File: src/rtl/vga_pkg.sv
// rtl/vga_pkg.sv - shared types and default 640x480@60 timing for the VGA scan-out
package vga_pkg;

    typedef logic [2:0]  pixel_t;
    typedef logic [16:0] fb_addr_t;

    localparam int DEF_H_ACTIVE = 640;
    localparam int DEF_H_FP     = 16;
    localparam int DEF_H_SYNC   = 96;
    localparam int DEF_H_BP     = 48;
    localparam int DEF_V_ACTIVE = 480;
    localparam int DEF_V_FP     = 10;
    localparam int DEF_V_SYNC   = 2;
    localparam int DEF_V_BP     = 33;
    localparam int DEF_FB_WIDTH = 320;
    localparam int DEF_CLK_DIV  = 2;

    localparam int FB_SIZE = 76800;

endpackage

File: src/rtl/vga_timing.sv
// rtl/vga_timing.sv - pixel-tick divider, h/v counters, raw syncs and frame strobe
// Ports:
//   clock, reset        system clock, synchronous active-high reset
//   tick                high on the clock whose edge advances the pixel counters
//   h_active, v_active  current h / v inside the visible range
//   visible             h_active && v_active
//   h_odd, v_odd        low bits of the current h / v
//   line_end, frame_end current pixel is the last of its line / frame
//   hsync_raw, vsync_raw active-high syncs decoded from the current counters
//   frame_start         one-clock pulse after the counters wrap to (0,0)
module vga_timing
    import vga_pkg::*;
#(
    parameter int H_ACTIVE = DEF_H_ACTIVE,
    parameter int H_FP     = DEF_H_FP,
    parameter int H_SYNC   = DEF_H_SYNC,
    parameter int H_BP     = DEF_H_BP,
    parameter int V_ACTIVE = DEF_V_ACTIVE,
    parameter int V_FP     = DEF_V_FP,
    parameter int V_SYNC   = DEF_V_SYNC,
    parameter int V_BP     = DEF_V_BP,
    parameter int CLK_DIV  = DEF_CLK_DIV
) (
    input  logic clock,
    input  logic reset,
    output logic tick,
    output logic h_active,
    output logic v_active,
    output logic visible,
    output logic h_odd,
    output logic v_odd,
    output logic line_end,
    output logic frame_end,
    output logic hsync_raw,
    output logic vsync_raw,
    output logic frame_start
);

    localparam int H_TOTAL = H_ACTIVE + H_FP + H_SYNC + H_BP;
    localparam int V_TOTAL = V_ACTIVE + V_FP + V_SYNC + V_BP;
    localparam int DW      = (CLK_DIV > 1) ? $clog2(CLK_DIV) : 1;

    localparam logic [DW-1:0] DIV_LAST = DW'(CLK_DIV - 1);
    localparam logic [9:0] H_LAST  = 10'(H_TOTAL - 1);
    localparam logic [9:0] H_ACT   = 10'(H_ACTIVE);
    localparam logic [9:0] HS_BEG  = 10'(H_ACTIVE + H_FP);
    localparam logic [9:0] HS_END  = 10'(H_ACTIVE + H_FP + H_SYNC);
    localparam logic [9:0] V_LAST  = 10'(V_TOTAL - 1);
    localparam logic [9:0] V_ACT   = 10'(V_ACTIVE);
    localparam logic [9:0] VS_BEG  = 10'(V_ACTIVE + V_FP);
    localparam logic [9:0] VS_END  = 10'(V_ACTIVE + V_FP + V_SYNC);

    logic [DW-1:0] div;
    logic [9:0]    h;
    logic [9:0]    v;

    // The counters hold the pixel that becomes current on the next tick, so
    // after reset the first tick issues (0,0) without a wrap and no strobe.
    assign tick      = (div == DIV_LAST);
    assign h_active  = (h < H_ACT);
    assign v_active  = (v < V_ACT);
    assign visible   = h_active && v_active;
    assign h_odd     = h[0];
    assign v_odd     = v[0];
    assign line_end  = (h == H_LAST);
    assign frame_end = line_end && (v == V_LAST);
    assign hsync_raw = (h >= HS_BEG) && (h < HS_END);
    assign vsync_raw = (v >= VS_BEG) && (v < VS_END);

    always_ff @(posedge clock) begin
        if (reset) begin
            div         <= '0;
            h           <= '0;
            v           <= '0;
            frame_start <= 1'b0;
        end else begin
            frame_start <= tick && frame_end;
            if (tick) begin
                div <= '0;
                if (line_end) begin
                    h <= '0;
                    v <= frame_end ? 10'd0 : v + 10'd1;
                end else begin
                    h <= h + 10'd1;
                end
            end else begin
                div <= div + DW'(1);
            end
        end
    end

endmodule

File: src/rtl/vga_scanout.sv
// rtl/vga_scanout.sv - 640x480 VGA scan-out of a pixel-doubled 320x240 3-bit frame buffer
// Ports:
//   clock, reset             system clock, synchronous active-high reset
//   addr_B                   frame-buffer port B read address
//   dataOut_B                port B read data, one clock after addr_B
//   vga_r, vga_g, vga_b      colour bits (pixel bit 2/1/0)
//   hsync_n, vsync_n         active-low syncs, aligned with RGB
//   blank_n                  high while RGB carries a visible pixel
//   frame_start              one-clock pulse when the raster wraps to (0,0)
module vga_scanout
    import vga_pkg::*;
#(
    parameter int H_ACTIVE = DEF_H_ACTIVE,
    parameter int H_FP     = DEF_H_FP,
    parameter int H_SYNC   = DEF_H_SYNC,
    parameter int H_BP     = DEF_H_BP,
    parameter int V_ACTIVE = DEF_V_ACTIVE,
    parameter int V_FP     = DEF_V_FP,
    parameter int V_SYNC   = DEF_V_SYNC,
    parameter int V_BP     = DEF_V_BP,
    parameter int FB_WIDTH = DEF_FB_WIDTH,
    parameter int CLK_DIV  = DEF_CLK_DIV
) (
    input  logic     clock,
    input  logic     reset,
    output fb_addr_t addr_B,
    input  pixel_t   dataOut_B,
    output logic     vga_r,
    output logic     vga_g,
    output logic     vga_b,
    output logic     hsync_n,
    output logic     vsync_n,
    output logic     blank_n,
    output logic     frame_start
);

    localparam fb_addr_t ROW_STEP = fb_addr_t'(FB_WIDTH);

    logic tick, h_active, v_active, visible, h_odd, v_odd;
    logic line_end, frame_end, hsync_raw, vsync_raw;

    vga_timing #(
        .H_ACTIVE(H_ACTIVE), .H_FP(H_FP), .H_SYNC(H_SYNC), .H_BP(H_BP),
        .V_ACTIVE(V_ACTIVE), .V_FP(V_FP), .V_SYNC(V_SYNC), .V_BP(V_BP),
        .CLK_DIV(CLK_DIV)
    ) u_timing (
        .clock       (clock),
        .reset       (reset),
        .tick        (tick),
        .h_active    (h_active),
        .v_active    (v_active),
        .visible     (visible),
        .h_odd       (h_odd),
        .v_odd       (v_odd),
        .line_end    (line_end),
        .frame_end   (frame_end),
        .hsync_raw   (hsync_raw),
        .vsync_raw   (vsync_raw),
        .frame_start (frame_start)
    );

    fb_addr_t line_base;
    fb_addr_t x_off;
    logic     vis_d, hs_d, vs_d;

    always_ff @(posedge clock) begin
        if (reset) begin
            addr_B    <= '0;
            line_base <= '0;
            x_off     <= '0;
            vis_d     <= 1'b0;
            hs_d      <= 1'b0;
            vs_d      <= 1'b0;
            vga_r     <= 1'b0;
            vga_g     <= 1'b0;
            vga_b     <= 1'b0;
            blank_n   <= 1'b0;
            hsync_n   <= 1'b1;
            vsync_n   <= 1'b1;
        end else if (tick) begin
            // Address stage: only visible pixels load a new address, so the
            // bus parks on the last one read during blanking.
            if (visible)
                addr_B <= line_base + x_off;
            // Each frame-buffer column is shown twice, so step after odd h.
            if (line_end)
                x_off <= '0;
            else if (h_active && h_odd)
                x_off <= x_off + fb_addr_t'(1);
            // Each frame-buffer row is shown twice, so step after odd lines.
            if (frame_end)
                line_base <= '0;
            else if (line_end && v_active && v_odd)
                line_base <= line_base + ROW_STEP;
            vis_d <= visible;
            hs_d  <= hsync_raw;
            vs_d  <= vsync_raw;
            // Output stage: read data for the previous tick's address has
            // been stable for CLK_DIV-1 clocks by now.
            {vga_r, vga_g, vga_b} <= vis_d ? dataOut_B : 3'b000;
            blank_n <= vis_d;
            hsync_n <= ~hs_d;
            vsync_n <= ~vs_d;
        end
    end

endmodule

File: config.mk
export PLATFORM = sky130hd
export DESIGN_NAME = vga_scanout
export DESIGN_NICKNAME = d
export VERILOG_FILES = /design/src/rtl/vga_pkg.sv /design/src/rtl/vga_timing.sv /design/src/rtl/vga_scanout.sv
export SDC_FILE = /design/constraint.sdc
export NUM_CORES = 1
export LEC_CHECK = 0
export CAP_MARGIN = 30
export CORE_ASPECT_RATIO = 0.5
export CORE_UTILIZATION = 55
export DETAILED_ROUTE_END_ITERATION = 8
export PLACE_DENSITY_LB_ADDON = 0.05
export SYNTH_ARGS = -nofsm -noshare
export SYNTH_HDL_FRONTEND = slang
export SYNTH_SLANG_ARGS = --single-unit
export TNS_END_PERCENT = 100
File: constraint.sdc
create_clock -name clock -period 2.9 [get_ports clock]
set_clock_uncertainty 0.1 [all_clocks]
set_input_delay 0.435 -clock clock [delete_from_list [all_inputs] [get_ports clock]]
set_output_delay 0.435 -clock clock [all_outputs]
set_load 0.05 [all_outputs]
# Word level (Yosys, flattened, before mapping)

Index checks and enable logic that the tools add are counted.

Register bits after elaboration: 82
Output and inout port bits: 24
Input port bits: 5
Logic and storage cells: 54

Mux-type cells: 7
Equality and inequality tests: 2
Reduce and logical (&&, ||, !) cells: 15
$add $sub $neg: 6
Bitwise operators: 2
$lt $le $gt $ge: 6

Operator list:

| operator              | number |
|---|---|
| $mux 17               | 4 |
| $add 10x1->10 const B | 2 |
| $eq 10x10->1 const B  | 2 |
| $lt 10x10->1 const B  | 2 |
| $lt 10x9->1 const B   | 2 |
| $mux 10               | 2 |
| $add 17x1->17 const B | 1 |
| $add 17x17->17        | 1 |
| $add 17x9->17 const B | 1 |
| $ge 10x10->1 const B  | 1 |
| $ge 10x9->1 const B   | 1 |
| $logic_and 1x1->1     | 8 |
| $reduce_and 2->1      | 4 |
| $reduce_bool 2->1     | 2 |
| $mux 3                | 1 |
| $not 1->1             | 2 |
| $reduce_or 2->1       | 1 |
| $add 1x1->1 const B   | 1 |

# Longest topological paths before layout

Word-level depth: 5
Mapped depth: 9
Mapped depth without buffers: 7

# By module

A second synthesis with hierarchy kept.

Cells, all modules: 460
Area total of the unflattened synthesis: 3931.3 um^2

By module, submodules not included:

| module      | seq. area each (um^2) | cells each | times used | area each (um^2) |
|---|---|---|---|---|
| vga_scanout | 1081.0                | 328        | 1          | 2782.7 |
| vga_timing  | 440.4                 | 132        | 1          | 1148.6 |

# Worst setup path after synthesis

Ideal clock, no wire load.

Kind: register to register
From: reg u_timing.v[5]
To: reg line_base[14]
Setup time: 0.072 ns
Required time: 2.728 ns
Clock period less this slack: 2.308 ns
Path slack: 0.592 ns
Stages on the path, launching flop included: 8
Arrival time: 2.136 ns
Buffers on the path: 2
Path through: dfxtp_1 or3_1 or4_1 buf_2 a21o_1 buf_6 or4_1 a21oi_1

Longest elaborated chain between the ends: 5
Elaborated cells on any way between the ends: 8
Classes of those cells: order compare: 1; eq/ne: 1; mux: 1; reduce/logical: 5

Ends and longest elaborated chain:

| item                            | line              | source |
|---|---|---|
| from (decl)                     | vga_timing.sv:55  | `logic [9:0] v;` |
| from (signal assigned)          | vga_timing.sv:82  | `v <= frame_end ? 10'd0 : v + 10'd1;` |
| $lt 10x9->1                     | vga_timing.sv:61  | `assign v_active = (v < V_ACT);` |
| $logic_and 1x1->1 (2 in series) | vga_scanout.sv:93 | `else if (line_end && v_active && v_odd)` |
| $reduce_bool 2->1 (no line)     | -                 |  |
| $reduce_and 2->1 (no line)      | -                 |  |
| to (signal assigned)            | vga_scanout.sv:94 | `line_base <= line_base + ROW_STEP;` |
| to (decl)                       | vga_scanout.sv:62 | `fb_addr_t line_base;` |

Parallel ways exist; a longest one is shown, timed or not.
A chain may end at the register's enable or synchronous reset.

# Worst setup path after layout

Same ends and word-level chain as after synthesis.

==> impl_metrics.tcl <==
set metrics [dict create \
    power.leakage_nw 1.494 \
    grt_pass1_vias 2962 \
    grt_pass1_wl_um 14090 \
    synth-seq-cells 76 \
    ys_top_cells_by_area "dfxtp_1 (42%), xnor2_1 (5.5%), ha_1 (5.5%), nand2_1 (5.2%), a21oi_1 (5.1%)" \
    slowest_delay_ns 0.57 \
    reg2reg_depth 5 \
    timing.rr.end "line_base[14]" \
    gp_congestion 0.8341 \
    whs_ns 0.3545 \
    worst_slack_ns 0.3976 \
    maxSlewViolCount 0 \
    start_util_pct 58.47 \
    wl_per_cell_um 15.48 \
    final_area_sq_mm 0.004309 \
    total_power_mw 2.263 \
    ff2ff_setup_slack_ns 0.40 \
    synth_cell_types 49 \
    swShare_pct 21.00 \
    synth_seq_area_share_pct 41.76 \
    rows 20 \
    final_common_cell "dfxtp_1" \
    route.detailed.drc 0 \
    final_cells 554 \
    first_iter_violations 325 \
    synth_top_area_cell "dfxtp_1" \
    hpwl_um 6298 \
    fin_util_pct 69.16 \
    syn-num-nets 455 \
    holdPathStages 1 \
    end_kind "flip-flop" \
    cp-start-kind "flip-flop" \
    holdBufCountCts 0 \
    worstSetupPathType "reg -> reg" \
    fmax_ghz 0.3996 \
    syn_area_sq_mm 0.003643 \
    dr.pass1.iters 5 \
    combPwrFrac_pct 4.4 \
    vdd_drop_max_mv 0.3648 \
    routed_wl_um 8578 \
    worst_path_most_repeated_cell "or4_1" \
    synth_top_cell_area_share_pct 41.76 \
    critical_path.max_fanout 11 \
    clock_latency_ns 0.33 \
    maxCapViolCount 0 \
    setup_tns_ns 0 \
    clockBufferDepth 2 \
    synth-main-ff-cell "dfxtp_1" \
    whs_endpoint "hs_d" \
    min_period_over_period_pct 86.29 \
    numCtsBuffers 9 \
    pre_cts_ws_ns 0.4275 \
    synthCells 434 \
    cts-root-buf "clkbuf_16" \
    status "finished, final reports clean" \
    htree_levels 3 \
    synth_edf_count 0 \
    cts_tree "built" \
    cp.arrival_ns 2.67 \
    layout_common_cells "dfxtp_1 (76), nand2_1 (50), nor2_1 (46), a21oi_1 (37), clkdlybuf4s50_1 (28)" \
    fp.coreArea_sq_mm 0.006231 \
    gr-usage-all-layers_pct 27.29 \
    required_ns 3.07 \
    drive_gt1_share_pct 5.365 \
    grt_max_degree 33 \
    avgSynthCellArea_sq_um 8.395 \
    clk_pin_slew_ns 0.05 \
    share_seq_of_total_power_pct 47.0 \
    die_area_sq_mm 0.006974 \
    ant_nets 0 \
    diodes 0 \
    setup_viol 0 \
    yosysWarnings 0 \
    switchingPower_mw 0.4752 \
    p_per_area_mw_per_mm2 525.2 \
    ctsResizeCount 0 \
    pwr-share-clk_pct 48.6 \
    die_w_um 117.1 \
    worst_pin_slew_ns 0.8445 \
    slew_headroom_pct 43.70 \
    path_cells "or3_1 > or4_1 > a21o_1 > or4_1 > a21oi_1" \
    numPortBuffers 28 \
    antenna_found_initial 0 \
    fin_crit_ns 2.502 \
    r2r_start "u_timing.v[5]" \
    crit_slowest_cell "or4_1" \
    rsz0062_at_grt "no" \
    async_flop_share_pct 0 \
    die_h_um 59.55 \
    dpl_cell_area_sq_mm 0.004018 \
    hold_viol_final 0 \
    hp-class "reg -> reg" \
    area_delta_synth_final_pct 18.27 \
    cts_setup_buffers 0 \
    vias_per_cell 5.801 \
    ios 29 \
    p_int_mw 1.788 \
    final_nets 484 \
    overflow 0 \
    min_from "hs_d" \
    dp.cells 540 \
    vias 3214 \
    cts.sinks 76 \
]
Yosys cell counts (all sizes together) (2+ instances only):
cell type  count
dfxtp         76
nand2         50
nor2          46
a21oi         37
nand3         23
xnor2         23
o21ai         18
ha            16
nor3          15
clkbuf        13
xor2          11
nand4         10
or3           10
inv            8
a211oi         6
a21o           5
and3           5
buf            5
nor4           5
and4           4
nand3b         4
or4            4
a2111oi        3
a211o          3
and2           3
o31ai          3
and4b          2
mux2i          2
nand4b         2
nor2b          2
nor4b          2
o21a           2
o311ai         2
or2            2
worst max-delay path: cells and delay by family, from the launching register on:
kind             cells  cell delay, ns
AND/OR/NAND/NOR      3            1.50
AO/OA/AOI/OAI        2            0.47
flip-flops           1            0.36
cell type report:
| type | instances | area (sq um) |
|---|---|---|
| Multi-Input combinational cell | 332 | 2016 |
| Tap cell | 88 | 110.1 |
| Fill cell | 505 | 1922 |
| Clock inverter | 2 | 35.03 |
| Clock buffer | 12 | 256.5 |
| Sequential cell | 76 | 1521 |
| Timing Repair Buffer | 36 | 340.3 |
| Inverter | 8 | 30.03 |
cells by family (layout without fill, tap and decap cells):
group                    after synthesis  count (layout)  synth area share, %
AO/OA/AOI/OAI                         87              87                14.60
multiplexers                           2               2               0.5495
AND/OR/NAND/NOR                      193             193                26.51
flip-flops                            76              76                41.76
adder cells (fa/ha/maj)               16              16                5.494
buffers and inverters                 26              58                2.919
XOR/XNOR                              34              34                8.173
routing by layer:
metal	up-vias	routed length [um]	share of wire, %	GRT usage, %
met5	-	0	0	0
met4	0	67	0.78	8.499
met3	10	567	6.6	7.975
met2	88	3831	45	44.21
met1	1508	4112	48	35.46
li1	1608	-	-	-
flip-flops by register name (all words and copies together), names as in the netlist, 10 cells and up:
register and flops:
addr_B 17, x_off 17, u_timing.v 10, u_timing.h 10, line_base 11
worst max-delay path by stage:
stage / endpoint / slack [ns] / cells after the start / from
floorplan: line_base[14] / 0.59 / 7 / u_timing.v[5]
global placement: line_base[16] / 0.49 / 5 / u_timing.v[5]
detailed placement: line_base[16] / 0.43 / 7 / u_timing.v[1]
CTS: line_base[16] / 0.43 / 5 / u_timing.v[5]
global route: line_base[16] / 0.24 / 7 / u_timing.v[1]
finish: line_base[14] / 0.40 / 5 / u_timing.v[5]
power groups by stage:
stage	registers [mW]	logic, mW	clock network, mW
floorplan	1.10	0.0507	0
global placement	1.09	0.0980	0
detailed placement	1.09	0.0991	0
CTS	1.06	0.0995	1.11
global route	1.07	0.108	1.16
finish	1.06	0.0992	1.10
Note: power is estimated with default switching activity, not from simulation.
